===== config.mk =====
export PLATFORM = sky130hd
export DESIGN_NAME = reg_bus_arbiter_flat
export DESIGN_NICKNAME = d
export VERILOG_FILES = /design/src/rtl/reg_bus_arbiter_if.sv /design/src/rtl/reg_bus_arbiter.sv /design/src/flat_wrapper.sv
export SDC_FILE = /design/constraint.sdc
export NUM_CORES = 1
export LEC_CHECK = 0
export ABC_CLOCK_PERIOD_IN_PS = 2800
export CAP_MARGIN = 5
export CORE_UTILIZATION = 43
export DETAILED_ROUTE_END_ITERATION = 12
export HOLD_SLACK_MARGIN = 0.06
export PLACE_DENSITY = 0.83
export SLEW_MARGIN = 30
export SYNTH_ARGS = -nofsm -noshare
export SYNTH_HDL_FRONTEND = slang
export SYNTH_SLANG_ARGS = --single-unit

===== constraint.sdc =====
create_clock -name clk -period 2.8 [get_ports clk]
set_input_delay 0.7 -clock clk [delete_from_list [all_inputs] [get_ports clk]]
set_output_delay 0.7 -clock clk [all_outputs]
set_load 0.05 [all_outputs]

===== src/rtl/reg_bus_arbiter_if.sv =====
// Purpose: bundles every request, response and slave-side signal of the two-master register-bus arbiter.
// Latency: wiring only, no logic.
// Backpressure: masters see busy/drop, and the slave is never stalled by this interface.
// Modports:
//   slave  - the arbiter's view. It serves both requesting masters and drives the shared slave bus.
//   master - the environment's view. It drives the requests and the slave read response.
interface reg_bus_arbiter_if #(
  parameter int AW = 16,
  parameter int DW = 32
) ();
  // master 0 (UART command master)
  logic          m0_wr_en;
  logic          m0_rd_en;
  logic [3:0]    m0_be;
  logic [AW-1:0] m0_addr;
  logic [DW-1:0] m0_wdata;
  logic          m0_busy;
  logic          m0_drop;
  logic          m0_rd_rdy;
  logic [DW-1:0] m0_rdata;
  // master 1 (auxiliary master)
  logic          m1_wr_en;
  logic          m1_rd_en;
  logic [3:0]    m1_be;
  logic [AW-1:0] m1_addr;
  logic [DW-1:0] m1_wdata;
  logic          m1_busy;
  logic          m1_drop;
  logic          m1_rd_rdy;
  logic [DW-1:0] m1_rdata;
  // shared slave (register file)
  logic          s_wr_en;
  logic          s_rd_en;
  logic [3:0]    s_be;
  logic [AW-1:0] s_addr;
  logic [DW-1:0] s_wdata;
  logic          s_rd_rdy;
  logic [DW-1:0] s_rdata;
  logic          rd_timeout;

  modport slave (
    input  m0_wr_en, m0_rd_en, m0_be, m0_addr, m0_wdata,
    output m0_busy, m0_drop, m0_rd_rdy, m0_rdata,
    input  m1_wr_en, m1_rd_en, m1_be, m1_addr, m1_wdata,
    output m1_busy, m1_drop, m1_rd_rdy, m1_rdata,
    output s_wr_en, s_rd_en, s_be, s_addr, s_wdata,
    input  s_rd_rdy, s_rdata,
    output rd_timeout
  );

  modport master (
    output m0_wr_en, m0_rd_en, m0_be, m0_addr, m0_wdata,
    input  m0_busy, m0_drop, m0_rd_rdy, m0_rdata,
    output m1_wr_en, m1_rd_en, m1_be, m1_addr, m1_wdata,
    input  m1_busy, m1_drop, m1_rd_rdy, m1_rdata,
    input  s_wr_en, s_rd_en, s_be, s_addr, s_wdata,
    output s_rd_rdy, s_rdata,
    input  rd_timeout
  );
endinterface


===== src/rtl/reg_bus_arbiter.sv =====
// Purpose: round-robin arbiter that lets two masters, each with a one-deep request slot, share one register slave.
// Latency: a request pulse in cycle t gives busy in t+1 and the slave strobe in t+2. Read data returns one cycle after s_rd_rdy.
// Backpressure: none toward the slave. A request arriving while its slot is full is ignored and drop pulses.
// Ports: clk, rstb (synchronous, active-low), bus (reg_bus_arbiter_if.slave).
//   The interface carries m0_*/m1_* requests and responses, the s_* slave bus and the rd_timeout pulse.
module reg_bus_arbiter #(
  parameter int            AW           = 16,
  parameter int            DW           = 32,
  parameter int            RD_TIMEOUT   = 255,
  parameter logic [DW-1:0] TIMEOUT_DATA = 32'hDEAD_BEEF
) (
  input logic              clk,
  input logic              rstb,
  reg_bus_arbiter_if.slave bus
);

  localparam int CW = $clog2(RD_TIMEOUT + 1);

  typedef enum logic [1:0] {IDLE, WR, RD, RWAIT} state_t;

  state_t state, state_nxt;

  // Per-port request inputs gathered into arrays so both slots share one capture loop.
  logic [1:0]    req_wr;
  logic [1:0]    req_rd;
  logic [3:0]    req_be    [2];
  logic [AW-1:0] req_addr  [2];
  logic [DW-1:0] req_wdata [2];

  logic [1:0]    pending;
  logic [1:0]    slot_wr;
  logic [3:0]    slot_be    [2];
  logic [AW-1:0] slot_addr  [2];
  logic [DW-1:0] slot_wdata [2];

  logic          last_grant;
  logic          cur;          // port owning the transaction in flight
  logic          grant_vld;
  logic          grant_idx;
  logic          wr_strobe;
  logic          rd_strobe;
  logic          rd_done;
  logic          rd_expired;
  logic [CW-1:0] cnt;
  logic          timeout_hit;

  logic [1:0]    drop;
  logic [1:0]    rd_rdy;
  logic [DW-1:0] rdata [2];
  logic          timeout_pulse;
  logic [3:0]    s_be;
  logic [AW-1:0] s_addr;
  logic [DW-1:0] s_wdata;

  assign req_wr       = {bus.m1_wr_en, bus.m0_wr_en};
  assign req_rd       = {bus.m1_rd_en, bus.m0_rd_en};
  assign req_be[0]    = bus.m0_be;
  assign req_be[1]    = bus.m1_be;
  assign req_addr[0]  = bus.m0_addr;
  assign req_addr[1]  = bus.m1_addr;
  assign req_wdata[0] = bus.m0_wdata;
  assign req_wdata[1] = bus.m1_wdata;

  // The counter is 0 in the RD cycle, so the RD_TIMEOUT-th read cycle holds RD_TIMEOUT-1.
  assign timeout_hit = (cnt == CW'(RD_TIMEOUT - 1));

  always_ff @(posedge clk) begin
    if (!rstb) state <= IDLE;
    else       state <= state_nxt;
  end

  always_comb begin
    state_nxt  = state;
    grant_vld  = 1'b0;
    grant_idx  = last_grant;
    wr_strobe  = 1'b0;
    rd_strobe  = 1'b0;
    rd_done    = 1'b0;
    rd_expired = 1'b0;
    case (state)
      IDLE: begin
        if (pending != 2'b00) begin
          grant_vld = 1'b1;
          // On a tie, grant the port that did not win last time.
          if (pending == 2'b11) grant_idx = ~last_grant;
          else                  grant_idx = pending[1];
          state_nxt = slot_wr[grant_idx] ? WR : RD;
        end
      end
      WR: begin
        wr_strobe = 1'b1;
        state_nxt = IDLE;
      end
      RD, RWAIT: begin
        rd_strobe = (state == RD);
        // Real data takes priority over a timeout that lands in the same cycle.
        if (bus.s_rd_rdy) begin
          rd_done   = 1'b1;
          state_nxt = IDLE;
        end else if (timeout_hit) begin
          rd_done    = 1'b1;
          rd_expired = 1'b1;
          state_nxt  = IDLE;
        end else begin
          state_nxt = RWAIT;
        end
      end
      default: state_nxt = IDLE;
    endcase
  end

  always_ff @(posedge clk) begin
    if (!rstb) begin
      pending       <= '0;
      slot_wr       <= '0;
      last_grant    <= 1'b1;
      cur           <= 1'b0;
      cnt           <= '0;
      drop          <= '0;
      rd_rdy        <= '0;
      timeout_pulse <= 1'b0;
      s_be          <= '0;
      s_addr        <= '0;
      s_wdata       <= '0;
      for (int i = 0; i < 2; i++) begin
        slot_be[i]    <= '0;
        slot_addr[i]  <= '0;
        slot_wdata[i] <= '0;
        rdata[i]      <= '0;
      end
    end else begin
      drop          <= '0;
      rd_rdy        <= '0;
      timeout_pulse <= 1'b0;

      for (int i = 0; i < 2; i++) begin
        if (req_wr[i] | req_rd[i]) begin
          if (pending[i]) begin
            drop[i] <= 1'b1;
          end else begin
            // When both strobes arrive together, the write wins and the read is reported as dropped.
            pending[i]    <= 1'b1;
            slot_wr[i]    <= req_wr[i];
            slot_be[i]    <= req_be[i];
            slot_addr[i]  <= req_addr[i];
            slot_wdata[i] <= req_wdata[i];
            drop[i]       <= req_wr[i] & req_rd[i];
          end
        end
      end

      if (grant_vld) begin
        cur        <= grant_idx;
        last_grant <= grant_idx;
        s_be       <= slot_be[grant_idx];
        s_addr     <= slot_addr[grant_idx];
        s_wdata    <= slot_wdata[grant_idx];
      end

      if (wr_strobe) pending[cur] <= 1'b0;

      if (rd_done) begin
        pending[cur]  <= 1'b0;
        rd_rdy[cur]   <= 1'b1;
        rdata[cur]    <= rd_expired ? TIMEOUT_DATA : bus.s_rdata;
        timeout_pulse <= rd_expired;
      end

      if (state == RD || state == RWAIT) cnt <= cnt + CW'(1);
      else                               cnt <= '0;
    end
  end

  assign bus.m0_busy    = pending[0];
  assign bus.m1_busy    = pending[1];
  assign bus.m0_drop    = drop[0];
  assign bus.m1_drop    = drop[1];
  assign bus.m0_rd_rdy  = rd_rdy[0];
  assign bus.m1_rd_rdy  = rd_rdy[1];
  assign bus.m0_rdata   = rdata[0];
  assign bus.m1_rdata   = rdata[1];
  assign bus.s_wr_en    = wr_strobe;
  assign bus.s_rd_en    = rd_strobe;
  assign bus.s_be       = s_be;
  assign bus.s_addr     = s_addr;
  assign bus.s_wdata    = s_wdata;
  assign bus.rd_timeout = timeout_pulse;

endmodule


===== src/flat_wrapper.sv =====
// flat-port wrapper written by rule: the top's interface ports become plain ports
module reg_bus_arbiter_flat 
#(
  parameter int            AW           = 16,
  parameter int            DW           = 32,
  parameter int            RD_TIMEOUT   = 255,
  parameter logic [DW-1:0] TIMEOUT_DATA = 32'hDEAD_BEEF
)
  (clk, rstb, bus_m0_wr_en, bus_m0_rd_en, bus_m0_be, bus_m0_addr, bus_m0_wdata, bus_m0_busy, bus_m0_drop, bus_m0_rd_rdy, bus_m0_rdata, bus_m1_wr_en, bus_m1_rd_en, bus_m1_be, bus_m1_addr, bus_m1_wdata, bus_m1_busy, bus_m1_drop, bus_m1_rd_rdy, bus_m1_rdata, bus_s_wr_en, bus_s_rd_en, bus_s_be, bus_s_addr, bus_s_wdata, bus_s_rd_rdy, bus_s_rdata, bus_rd_timeout);
  reg_bus_arbiter_if #(.AW(AW), .DW(DW)) bus_i ();
  input logic clk;
  input logic rstb;
  input wire logic [$bits(bus_i.m0_wr_en)-1:0] bus_m0_wr_en;
  input wire logic [$bits(bus_i.m0_rd_en)-1:0] bus_m0_rd_en;
  input wire logic [$bits(bus_i.m0_be)-1:0] bus_m0_be;
  input wire logic [$bits(bus_i.m0_addr)-1:0] bus_m0_addr;
  input wire logic [$bits(bus_i.m0_wdata)-1:0] bus_m0_wdata;
  output wire logic [$bits(bus_i.m0_busy)-1:0] bus_m0_busy;
  output wire logic [$bits(bus_i.m0_drop)-1:0] bus_m0_drop;
  output wire logic [$bits(bus_i.m0_rd_rdy)-1:0] bus_m0_rd_rdy;
  output wire logic [$bits(bus_i.m0_rdata)-1:0] bus_m0_rdata;
  input wire logic [$bits(bus_i.m1_wr_en)-1:0] bus_m1_wr_en;
  input wire logic [$bits(bus_i.m1_rd_en)-1:0] bus_m1_rd_en;
  input wire logic [$bits(bus_i.m1_be)-1:0] bus_m1_be;
  input wire logic [$bits(bus_i.m1_addr)-1:0] bus_m1_addr;
  input wire logic [$bits(bus_i.m1_wdata)-1:0] bus_m1_wdata;
  output wire logic [$bits(bus_i.m1_busy)-1:0] bus_m1_busy;
  output wire logic [$bits(bus_i.m1_drop)-1:0] bus_m1_drop;
  output wire logic [$bits(bus_i.m1_rd_rdy)-1:0] bus_m1_rd_rdy;
  output wire logic [$bits(bus_i.m1_rdata)-1:0] bus_m1_rdata;
  output wire logic [$bits(bus_i.s_wr_en)-1:0] bus_s_wr_en;
  output wire logic [$bits(bus_i.s_rd_en)-1:0] bus_s_rd_en;
  output wire logic [$bits(bus_i.s_be)-1:0] bus_s_be;
  output wire logic [$bits(bus_i.s_addr)-1:0] bus_s_addr;
  output wire logic [$bits(bus_i.s_wdata)-1:0] bus_s_wdata;
  input wire logic [$bits(bus_i.s_rd_rdy)-1:0] bus_s_rd_rdy;
  input wire logic [$bits(bus_i.s_rdata)-1:0] bus_s_rdata;
  output wire logic [$bits(bus_i.rd_timeout)-1:0] bus_rd_timeout;
  assign bus_i.m0_wr_en = bus_m0_wr_en;
  assign bus_i.m0_rd_en = bus_m0_rd_en;
  assign bus_i.m0_be = bus_m0_be;
  assign bus_i.m0_addr = bus_m0_addr;
  assign bus_i.m0_wdata = bus_m0_wdata;
  assign bus_m0_busy = bus_i.m0_busy;
  assign bus_m0_drop = bus_i.m0_drop;
  assign bus_m0_rd_rdy = bus_i.m0_rd_rdy;
  assign bus_m0_rdata = bus_i.m0_rdata;
  assign bus_i.m1_wr_en = bus_m1_wr_en;
  assign bus_i.m1_rd_en = bus_m1_rd_en;
  assign bus_i.m1_be = bus_m1_be;
  assign bus_i.m1_addr = bus_m1_addr;
  assign bus_i.m1_wdata = bus_m1_wdata;
  assign bus_m1_busy = bus_i.m1_busy;
  assign bus_m1_drop = bus_i.m1_drop;
  assign bus_m1_rd_rdy = bus_i.m1_rd_rdy;
  assign bus_m1_rdata = bus_i.m1_rdata;
  assign bus_s_wr_en = bus_i.s_wr_en;
  assign bus_s_rd_en = bus_i.s_rd_en;
  assign bus_s_be = bus_i.s_be;
  assign bus_s_addr = bus_i.s_addr;
  assign bus_s_wdata = bus_i.s_wdata;
  assign bus_i.s_rd_rdy = bus_s_rd_rdy;
  assign bus_i.s_rdata = bus_s_rdata;
  assign bus_rd_timeout = bus_i.rd_timeout;
  reg_bus_arbiter #(.AW(AW), .DW(DW), .RD_TIMEOUT(RD_TIMEOUT), .TIMEOUT_DATA(TIMEOUT_DATA)) u_core (.clk(clk), .rstb(rstb), .bus(bus_i));
endmodule

==> results by group, run 1 <==
Run status
  – Outcome: completed

Floorplan
  – Site Rows: 53
  – Area of the core: 21290 um^2
  – Initial cell density of the core: 44.48%
  – Die width: between 150 and 200 um
  – Full die area: roughly 23000 um^2
  – Floorplan die height: 150.4 um
  – Number of ports placed on the die boundary: 268

Yosys
  – Yosys reg bits: 241
  – Number of instances in the synthesized netlist: between 700 and 800
  – Number of distinct library cells after synthesis: 38
  – Async S/R FF share, synth: 0%
  – Ys Warns: 0
  – Dominant register cell in the synthesized netlist: sky130_fd_sc_hd__edfxtp_1
  – Netlist Area Pre-Place: approximately 9500 um^2
  – Per-instance average area after synthesis: 12.59 um^2
  – Proportion of synthesized chip area in sequential cells: between 60% and 70%
  – Synthesized Nets: 897
  – Number of flops mapped to enable cells by yosys: 168

CTS
  – Post CTS Setup Buffer Count: 0
  – CTS Buffer Depth: 3
  – Later-pin clock latency in the skew report: between 0.5 and 0.6 ns
  – Clk Tree Root Cell: sky130_fd_sc_hd__clkbuf_16
  – Clock-pin slew of the registers on the worst-case setup and hold paths: approximately 0.060 ns
  – CTS tree: built
  – Number of buffers added by the clock tree synthesis step: 25
  – Clock tree sinks: 241
  – H-Tree Level Count: 1

Global routing
  – Vias in the first global route: 6796
  – Global routing usage summed across all routing layers: 20.14%
  – Number of antenna violations at the first check in global routing: 1
  – Pin count of the biggest net entering global routing: 59
  – First-pass GRT wire length: 35.20 mm
  – Global route total overflow: 0

Timing
  – Remaining max-slew budget at the tightest pin: approximately three fifths
  – Setup repair after global routing missed its margin: false
  – Max Clk Rate: 0.3760 GHz
  – Final count of negative-setup-slack endpoints: 0
  – Final Skew: 0.01530 ns
  – Period minus WS final: 2.659 ns
  – Worst-Margin Slew: 0.6229 ns
  – Pins Over Slew Limit: 0
  – Worst hold margin: 0.4599 ns
  – Post-route fraction of the period consumed by the critical path: 94.98%
  – Final number of hold-violating endpoints: 0
  – Sum of negative setup slack: 0 ns

Power
  – Switching Power: between 3 and 4 mW
  – Static Leakage: slightly below 5 nW
  – Power per standard cell area: 820.6 nW/um^2
  – Portion of total power attributed to sequential cells: 41.8%
  – Combinational share of power: 25.6%
  – Largest vdd supply drop: a little over 0.5 mV
  – Fraction of power spent switching nets: roughly a third
  – Internal Power: 7.456 mW
  – Power share of the clock group: 32.6%

Critical path
  – Arrival time worst endpoint: 1.96 ns
  – Maximum fanout along the worst path: 6
  – Largest stage delay, worst path: between 0.8 and 0.9 ns
  – Crit path max-delay cell type: sky130_fd_sc_hd__clkdlybuf4s50_1
  – Sort of element at the start of the critical path: flop
  – Kind of end point of the critical path: primary output
  – Worst-path cell chain: nor2b_1 > clkdlybuf4s50_1
  – CP Buf/Inv Count: 1
  – Worst setup path class: flop to primary output
  – CP top delay family: buffers and inverters
  – Endpoint required time on the critical path: 2.10 ns

Final layout
  – Final std cells w/o fill: 1303
  – Post-layout nets: 1154
  – Area added between synthesis and finish: 40.46%
  – Ratio of cells with drive above 1 in the final layout: between 7 and 8%
  – Number of filler cells placed in the layout: 1592

Place
  – Total instance count after detailed placement: roughly 1300
  – Number of port buffers: 267
  – Global placer's final weighted congestion: around 0.82
  – Post-detailed-placement half-perimeter wirelength: 15.17 mm

Detailed routing
  – Average wire per standard cell: between 15 and 20 um
  – Final WL: 23.17 mm
  – Number of remaining DRC errors: 0
  – First-pass iteration count of the detailed router: 8
  – Iter 0 DRT Violations: 329
  – Total number of vias: 6714
  – Antenna-violating nets left: 0
  – Via density per instance: 5.153

Worst hold path
  – Hold Crit Class: flop to flop

Flow run
  – MaxCap Viol Count: 0
-- area by class of cell --
class / instances / area (um^2) / area share [%]
sequential: 241 / 6506 / 48.92
timing repair buffer: 283 / 2875 / 21.62
multi-input combinational: 453 / 2649 / 19.92
clock buffer: 32 / 745.7 / 5.607
tap: 275 / 344.1 / 2.587
clock inverter: 13 / 158.9 / 1.195
inverter: 5 / 18.77 / 0.1411
antenna: 1 / 2.502 / 0.01881
-- metal layers --
| layer | vias up | GRT usage, % | routed length, um |
|---|---|---|---|
| met5 | - | 0 | 0 |
| met4 | 0 | 6.818 | 663 |
| met3 | 48 | 5.121 | 2312 |
| met2 | 329 | 35.99 | 11650 |
| met1 | 3152 | 23.36 | 8543 |
| li1 | 3185 | - | - |
-- layout by cell type, fill, tap and decap left out, types with 9 or more instances in the layout --
cell,n
sky130_fd_sc_hd__dfxtp_1,73
sky130_fd_sc_hd__and3_1,17
sky130_fd_sc_hd__buf_4,10
sky130_fd_sc_hd__and2_1,105
sky130_fd_sc_hd__edfxtp_1,168
sky130_fd_sc_hd__nand2_1,114
sky130_fd_sc_hd__clkdlybuf4s50_1,264
sky130_fd_sc_hd__o21ai_0,57
sky130_fd_sc_hd__a31oi_1,54
sky130_fd_sc_hd__clkbuf_16,28
sky130_fd_sc_hd__nor2_1,9
sky130_fd_sc_hd__o21a_1,48
-- logic make-up after synthesis --
family                     synth area share (%)
and+or+nand+nor                           14.63
DFF                                       68.71
AOI/OAI and AO/OA                         11.93
buffers and inverters                     3.541
xor gates and xnor gates                 0.4626
muxes                                    0.4625
adders and majority gates                0.2642
-- Yosys cell counts, types with 2 or more instances --
library cell                 n  area share [%]
sky130_fd_sc_hd__nor2b_1     4            0.26
sky130_fd_sc_hd__a21boi_0    5            0.40
sky130_fd_sc_hd__clkbuf_1   26             1.0
sky130_fd_sc_hd__and2_1    105             6.9
sky130_fd_sc_hd__o21a_1     48             3.8
sky130_fd_sc_hd__edfxtp_1  168              53
sky130_fd_sc_hd__inv_1       5            0.20
sky130_fd_sc_hd__ha_1        2            0.26
sky130_fd_sc_hd__xnor2_1     2            0.19
sky130_fd_sc_hd__and3_1     17             1.1
sky130_fd_sc_hd__nand3_1     2            0.11
sky130_fd_sc_hd__xor2_1      3            0.28
sky130_fd_sc_hd__dfxtp_1    73              15
sky130_fd_sc_hd__nor2_1      9            0.36
sky130_fd_sc_hd__o21bai_1    2            0.16
sky130_fd_sc_hd__o21ai_0    57             3.0
sky130_fd_sc_hd__a211oi_4    2            0.42
sky130_fd_sc_hd__a31oi_1    54             3.6
sky130_fd_sc_hd__nand2_1   116             4.6
sky130_fd_sc_hd__a21oi_1     3            0.16
sky130_fd_sc_hd__o31ai_1     3            0.24
sky130_fd_sc_hd__buf_6       9             1.1
sky130_fd_sc_hd__and4_1      2            0.19
sky130_fd_sc_hd__buf_4      11            0.87
sky130_fd_sc_hd__nand2b_1    5            0.33
sky130_fd_sc_hd__buf_2       7            0.37
-- power by group through the flow --
stage	clock, mW	combinational, mW	sequential [mW]
floorplan	0	0.917	5.50
global placement	0	2.75	4.61
detailed placement	0	2.81	4.63
CTS	3.61	2.82	4.57
global route	3.76	2.97	4.61
finish	3.55	2.79	4.57
-- final timing paths --
| check | start | endpoint | slack [ns] | cells after the start |
|---|---|---|---|---|
| worst max register to register | u_core.pending[1]$_SDFF_PN0_ | u_core.bus.s_wdata[13]$_SDFFE_PN0P_ | 0.73 | 5 |
| worst min-delay path | u_core.cnt[0]$_SDFF_PN0_ | u_core.cnt[0]$_SDFF_PN0_ | 0.46 | 1 |
| worst min register to register | u_core.cnt[0]$_SDFF_PN0_ | u_core.cnt[0]$_SDFF_PN0_ | 0.46 | 1 |
| worst max-delay path | u_core.state[0]$_SDFFE_PN0P_ | bus_s_wr_en | 0.14 | 2 |
-- worst register-to-register path, cell delays in order (launching register included) --
cell	delay (ns)
sky130_fd_sc_hd__dfxtp_1	0.51
sky130_fd_sc_hd__or3b_4	0.44
sky130_fd_sc_hd__mux2i_4	0.13
sky130_fd_sc_hd__buf_4	0.54
sky130_fd_sc_hd__nand2_1	0.13
sky130_fd_sc_hd__a31oi_1	0.23
-- flip-flops by register name, indices dropped and copies added (netlist names) --
signal and cells:
u_core.rdata 64, u_core.slot_wdata 64, u_core.bus.s_wdata 32, u_core.slot_addr 32, u_core.bus.s_addr 16, u_core.cnt 8
u_core.slot_be 8, u_core.bus.s_be 4, u_core.drop 2, u_core.pending 2, u_core.rd_rdy 2, u_core.slot_wr 2
u_core.state 2, u_core.bus.rd_timeout 1, u_core.cur 1, u_core.last_grant 1
-- per-stage QoR --
stage	area, um^2	power, mW	utilization, %	worst slack (ns)
global placement	12390	7.365	58.21	0.4310
finish	13300	10.91	62.48	0.1405
CTS	13300	11.00	62.46	0.05754
global route	13300	11.35	62.47	0.08300
floorplan	9469	6.416	-	0.08291
detailed placement	12390	7.435	58.21	0.3663
-- timing repair --
item | CTS | global route
resized for setup | 0 | 1
hold buffers | 0 | 0
endpoints found under the setup margin | 0 | 1
No activity file was read; power rests on OpenSTA's default activity.
==> run 2, diff against run 1 <==
--- a/config.mk
+++ b/config.mk
@@ -5,9 +5,10 @@
 export SDC_FILE = /design/constraint.sdc
 export NUM_CORES = 1
 export LEC_CHECK = 0
+export ABC_AREA = 1
 export ABC_CLOCK_PERIOD_IN_PS = 2800
 export CAP_MARGIN = 5
-export CORE_UTILIZATION = 43
+export CORE_UTILIZATION = 44
 export DETAILED_ROUTE_END_ITERATION = 12
 export HOLD_SLACK_MARGIN = 0.06
 export PLACE_DENSITY = 0.83
==> run 2 against run 1 <==
Hold slack lost 0.014 ns. Largest power group unchanged. Sequential power rose by 3%. Fmax down 0.59%. Critical endpoint is now bus_s_rd_en. Largest cell class unchanged. Highest routed layer unchanged. Via count increased by 24%. Synthesized area rose by 7.5%.
==> results by group, run 2 <==
Run status
  – Outcome: completed

CTS
  – Post-cts resize count: 0 (unchanged)
  – Clock tree sinks: 241 (unchanged)
  – Later-pin clock latency in the skew report: 0.51 ns (about the same)
  – CTS Buffer Depth: 3 (unchanged)
  – CTS tree: built
  – Clk Tree Root Cell: sky130_fd_sc_hd__clkbuf_16
  – H-Tree Level Count: 1 (unchanged)
  – Clock-pin slew of the registers on the worst-case setup and hold paths: 0.07 ns (about the same)
  – Post CTS Setup Buffer Count: 0 (unchanged)
  – Number of buffers added by the clock tree synthesis step: 25 (unchanged)
  – CTS Hold Buffers Added: 0 (unchanged)

Detailed routing
  – Antenna-violating nets left: 0 (unchanged)
  – Average wire per standard cell: 15.38 um (-13%)
  – Final WL: 25.86 mm (+12%)
  – Iter 0 DRT Violations: 475 (+44%)
  – Via density per instance: 4.933 (-4.3%)
  – Number of remaining DRC errors: 0 (unchanged)
  – Total number of vias: 8292 (+24%)
  – First-pass iteration count of the detailed router: 5 (-3)

Worst hold path
  – Endpoint of the worst hold path: u_core.cnt[4]$_SDFF_PN0_
  – Hold Crit Class: flop to flop
  – Hold Crit Start: u_core.cnt[4]$_SDFF_PN0_
  – Instance count along the most critical hold path: 2 (+1)

Flow run
  – MaxCap Viol Count: 0 (unchanged)

Timing
  – Final count of negative-setup-slack endpoints: 0 (unchanged)
  – Post-route fraction of the period consumed by the critical path: 95.55% (+0.57 points)
  – Remaining max-slew budget at the tightest pin: 56.75% (-1.7 points)
  – Setup repair after global routing missed its margin: false
  – Period minus WS final: 2.675 ns (+0.01590 ns)
  – Final number of hold-violating endpoints: 0 (unchanged)
  – Pins Over Slew Limit: 0 (unchanged)
  – Sum of negative setup slack: 0 ns (unchanged)
  – Worst-Margin Slew: 0.6465 ns (+0.02360 ns)
  – Max Clk Rate: 0.3738 GHz (-0.59%)
  – Final Skew: 0.01428 ns (-0.001028 ns)

Power
  – Combinational share of power: 33.0% (+7.4 points)
  – Total power consumption of the routed design: 12.03 mW (+10%)
  – Largest vdd supply drop: 0.6412 mV (+27%)
  – Internal Power: 7.777 mW (+4.3%)
  – Static Leakage: 6.520 nW (+31%)
  – Power share of the clock group: 27.9% (-4.7 points)
  – Portion of total power attributed to sequential cells: 39.1% (-2.7 points)
  – Power per standard cell area: 856.5 nW/um^2 (+4.4%)
  – Switching Power: 4.253 mW (+23%)
  – Fraction of power spent switching nets: 35.35% (+3.7 points)

Final layout
  – Ratio of cells with drive above 1 in the final layout: 4.871% (-2.3 points)
  – Number of filler cells placed in the layout: 1743 (+9.5%)
  – Most frequent cells in the layout: sky130_fd_sc_hd__nor2_1, sky130_fd_sc_hd__clkdlybuf4s50_1, sky130_fd_sc_hd__inv_1
  – Final std cells w/o fill: 1681 (+29%)
  – Area added between synthesis and finish: 38.02%
  – Antenna cells: 0 (-1)
  – Post-layout nets: 1524 (+32%)
  – Most common library cell in the layout ignoring fill and taps: sky130_fd_sc_hd__nor2_1
  – Largest registers ranked by flip-flop count: u_core.rdata: 64 flops, u_core.slot_wdata: 64 flops

Global routing
  – Global routing usage summed across all routing layers: 21.51% (+1.4 points)
  – Vias in the first global route: 8098 (+19%)
  – Number of antenna violations at the first check in global routing: 0 (-1)
  – First-pass GRT wire length: 40.55 mm (+15%)
  – Pin count of the biggest net entering global routing: 106 (+80%)
  – Global route total overflow: 0 (unchanged)

Yosys
  – Most area-hungry cell type in the Yosys netlist: sky130_fd_sc_hd__edfxtp_1
  – Ys Warns: 0 (unchanged)
  – Area share of the largest cell type after synthesis: 49.58% (-3.7 points)
  – Yosys reg bits: 241 (unchanged)
  – Proportion of synthesized chip area in sequential cells: 63.94% (-4.8 points)
  – Async S/R FF share, synth: 0% (unchanged)
  – Most instantiated library cell after synthesis: sky130_fd_sc_hd__nor2_1
  – Number of distinct library cells after synthesis: 26 (-32%)
  – Synthesized Nets: 1269 (+41%)
  – List of most frequent post-synthesis cells: sky130_fd_sc_hd__nor2_1, sky130_fd_sc_hd__inv_1, sky130_fd_sc_hd__edfxtp_1, sky130_fd_sc_hd__nand3_1, sky130_fd_sc_hd__nand2_1
  – Netlist Area Pre-Place: 10180 um^2 (+7.5%)
  – Dominant register cell in the synthesized netlist: sky130_fd_sc_hd__edfxtp_1
  – Number of instances in the synthesized netlist: 1124 (+49%)
  – Largest cells by area after synthesis: sky130_fd_sc_hd__edfxtp_1, sky130_fd_sc_hd__dfxtp_1, sky130_fd_sc_hd__nor2_1, sky130_fd_sc_hd__inv_1, sky130_fd_sc_hd__nand3_1
  – Number of flops mapped to enable cells by yosys: 168 (unchanged)
  – Per-instance average area after synthesis: 9.053 um^2 (-28%)

Critical path
  – CP Launch Point: u_core.state[1]$_SDFFE_PN0P_
  – Kind of end point of the critical path: primary output
  – Largest stage delay, worst path: 0.84 ns (about the same)
  – Endpoint required time on the critical path: 2.10 ns (about the same)
  – R2r setup slk: 0.91 ns (+0.18 ns)
  – Sort of element at the start of the critical path: flop
  – Crit path max-delay cell type: sky130_fd_sc_hd__clkdlybuf4s50_1
  – Worst setup path class: flop to primary output
  – Start of the worst register-to-register path: u_core.state[1]$_SDFFE_PN0P_
  – Arrival time worst endpoint: 1.98 ns (+0.02 ns)
  – Endpoint of the worst-slack reg-to-reg timing path: u_core.bus.s_addr[15]$_SDFFE_PN0P_
  – Worst-path cell chain: inv_2 > nor2_1 > clkdlybuf4s50_1
  – R2R depth: 8 (+3)
  – Maximum fanout along the worst path: 4 (-2)

Floorplan
  – Floorplan die height: 154.1 um (+2.4%)
  – Area of the core: 22640 um^2 (+6.4%)
  – Die width: 154.1 um (+2.4%)
  – Site Rows: 55 (+3.8%)
  – Initial cell density of the core: 44.95% (+0.46 points)
  – Number of ports placed on the die boundary: 268 (unchanged)
  – Full die area: 23740 um^2 (+5.0%)

Place
  – Global placer's final weighted congestion: 0.8235 (+0.30%)
  – Total instance count after detailed placement: 1637 (+30%)
  – Number of port buffers: 267 (unchanged)
  – Post-detailed-placement half-perimeter wirelength: 17.10 mm (+13%)
-- run 2: cell count changes after synthesis, moves of 7 or more --
cell,previous run,this run
sky130_fd_sc_hd__and3_1,17,1
sky130_fd_sc_hd__and2_1,105,1
sky130_fd_sc_hd__o21ai_0,57,4
sky130_fd_sc_hd__inv_1,5,225
sky130_fd_sc_hd__a31oi_1,54,1
sky130_fd_sc_hd__a21oi_1,3,10
sky130_fd_sc_hd__nor2_1,9,289
sky130_fd_sc_hd__clkbuf_1,26,17
sky130_fd_sc_hd__buf_6,9,0
sky130_fd_sc_hd__nand3_1,2,164
sky130_fd_sc_hd__o21a_1,48,0
sky130_fd_sc_hd__buf_2,7,30
-- run 2: layout make-up --
| cell class | count | area, um^2 | area share, % |
|---|---|---|---|
| Clock buffer | 32 | 671.9 | 4.784 |
| Clock inverter | 12 | 156.4 | 1.114 |
| Inverter | 228 | 855.8 | 6.094 |
| Multi-Input combinational cell | 597 | 2570 | 18.30 |
| Sequential cell | 241 | 6506 | 46.33 |
| Tap cell | 285 | 356.6 | 2.539 |
| Timing Repair Buffer | 286 | 2928 | 20.85 |
-- run 2: power by group through the flow --
stage          Clock (mW)  Combinational (mW)  Sequential, mW
6_report             3.36                3.98            4.70
5_1_grt              3.56                4.27            4.76
4_1_cts              3.41                4.01            4.70
3_5_place_dp            0                3.98            4.77
3_3_place_gp            0                3.90            4.75
2_1_floorplan           0                1.55            5.83
-- run 2: how the worst max path moves through the flow --
stage	to	slack, ns
global route	bus_s_rd_en	0.06
floorplan	u_core.rdata[0][0]$_SDFFCE_PN0P_	0.25
detailed placement	u_core.slot_addr[0][11]$_SDFFCE_PN0P_	0.32
finish	bus_s_rd_en	0.12
global placement	u_core.slot_wdata[1][11]$_SDFFCE_PN0P_	0.34
CTS	bus_s_rd_en	0.10
-- run 2: logic make-up (layout without fill, tap and decap cells) --
| family | after synthesis | in the layout | share of synthesized area [%] |
|---|---|---|---|
| compound gates | 17 | 17 | 0.8853 |
| xor+xnor | 1 | 1 | 0.08608 |
| fa+ha+maj | 2 | 2 | 0.2459 |
| buf+inv | 286 | 558 | 11.14 |
| flops | 241 | 241 | 63.94 |
| simple gates | 577 | 577 | 23.71 |
-- run 2: critical path, delay by kind of cell, from the launching register on --
| kind | cells | cell delay (ns) |
|---|---|---|
| buf+inv | 2 | 0.90 |
| flops | 1 | 0.46 |
| simple gates | 1 | 0.11 |
-- run 2: stage by stage --
step	util, %	setup WS (ns)	cell area [um^2]	hold WS (ns)
2_1_floorplan	-	0.2532	10180	0.4235
3_3_place_gp	58.38	0.3396	13220	0.4340
3_5_place_dp	58.38	0.3173	13220	0.4458
4_1_cts	62.03	0.1023	14040	0.4546
5_1_grt	62.03	0.05590	14040	0.4919
6_report	62.03	0.1246	14040	0.4459
-- run 2: metal layers --
| layer | track usage, % | routed length [um] |
|---|---|---|
| met3 | 4.989 | 2552 |
| met4 | 8.143 | 785 |
| met2 | 37.10 | 12500 |
| met1 | 26.16 | 10020 |
| met5 | 0 | 0 |
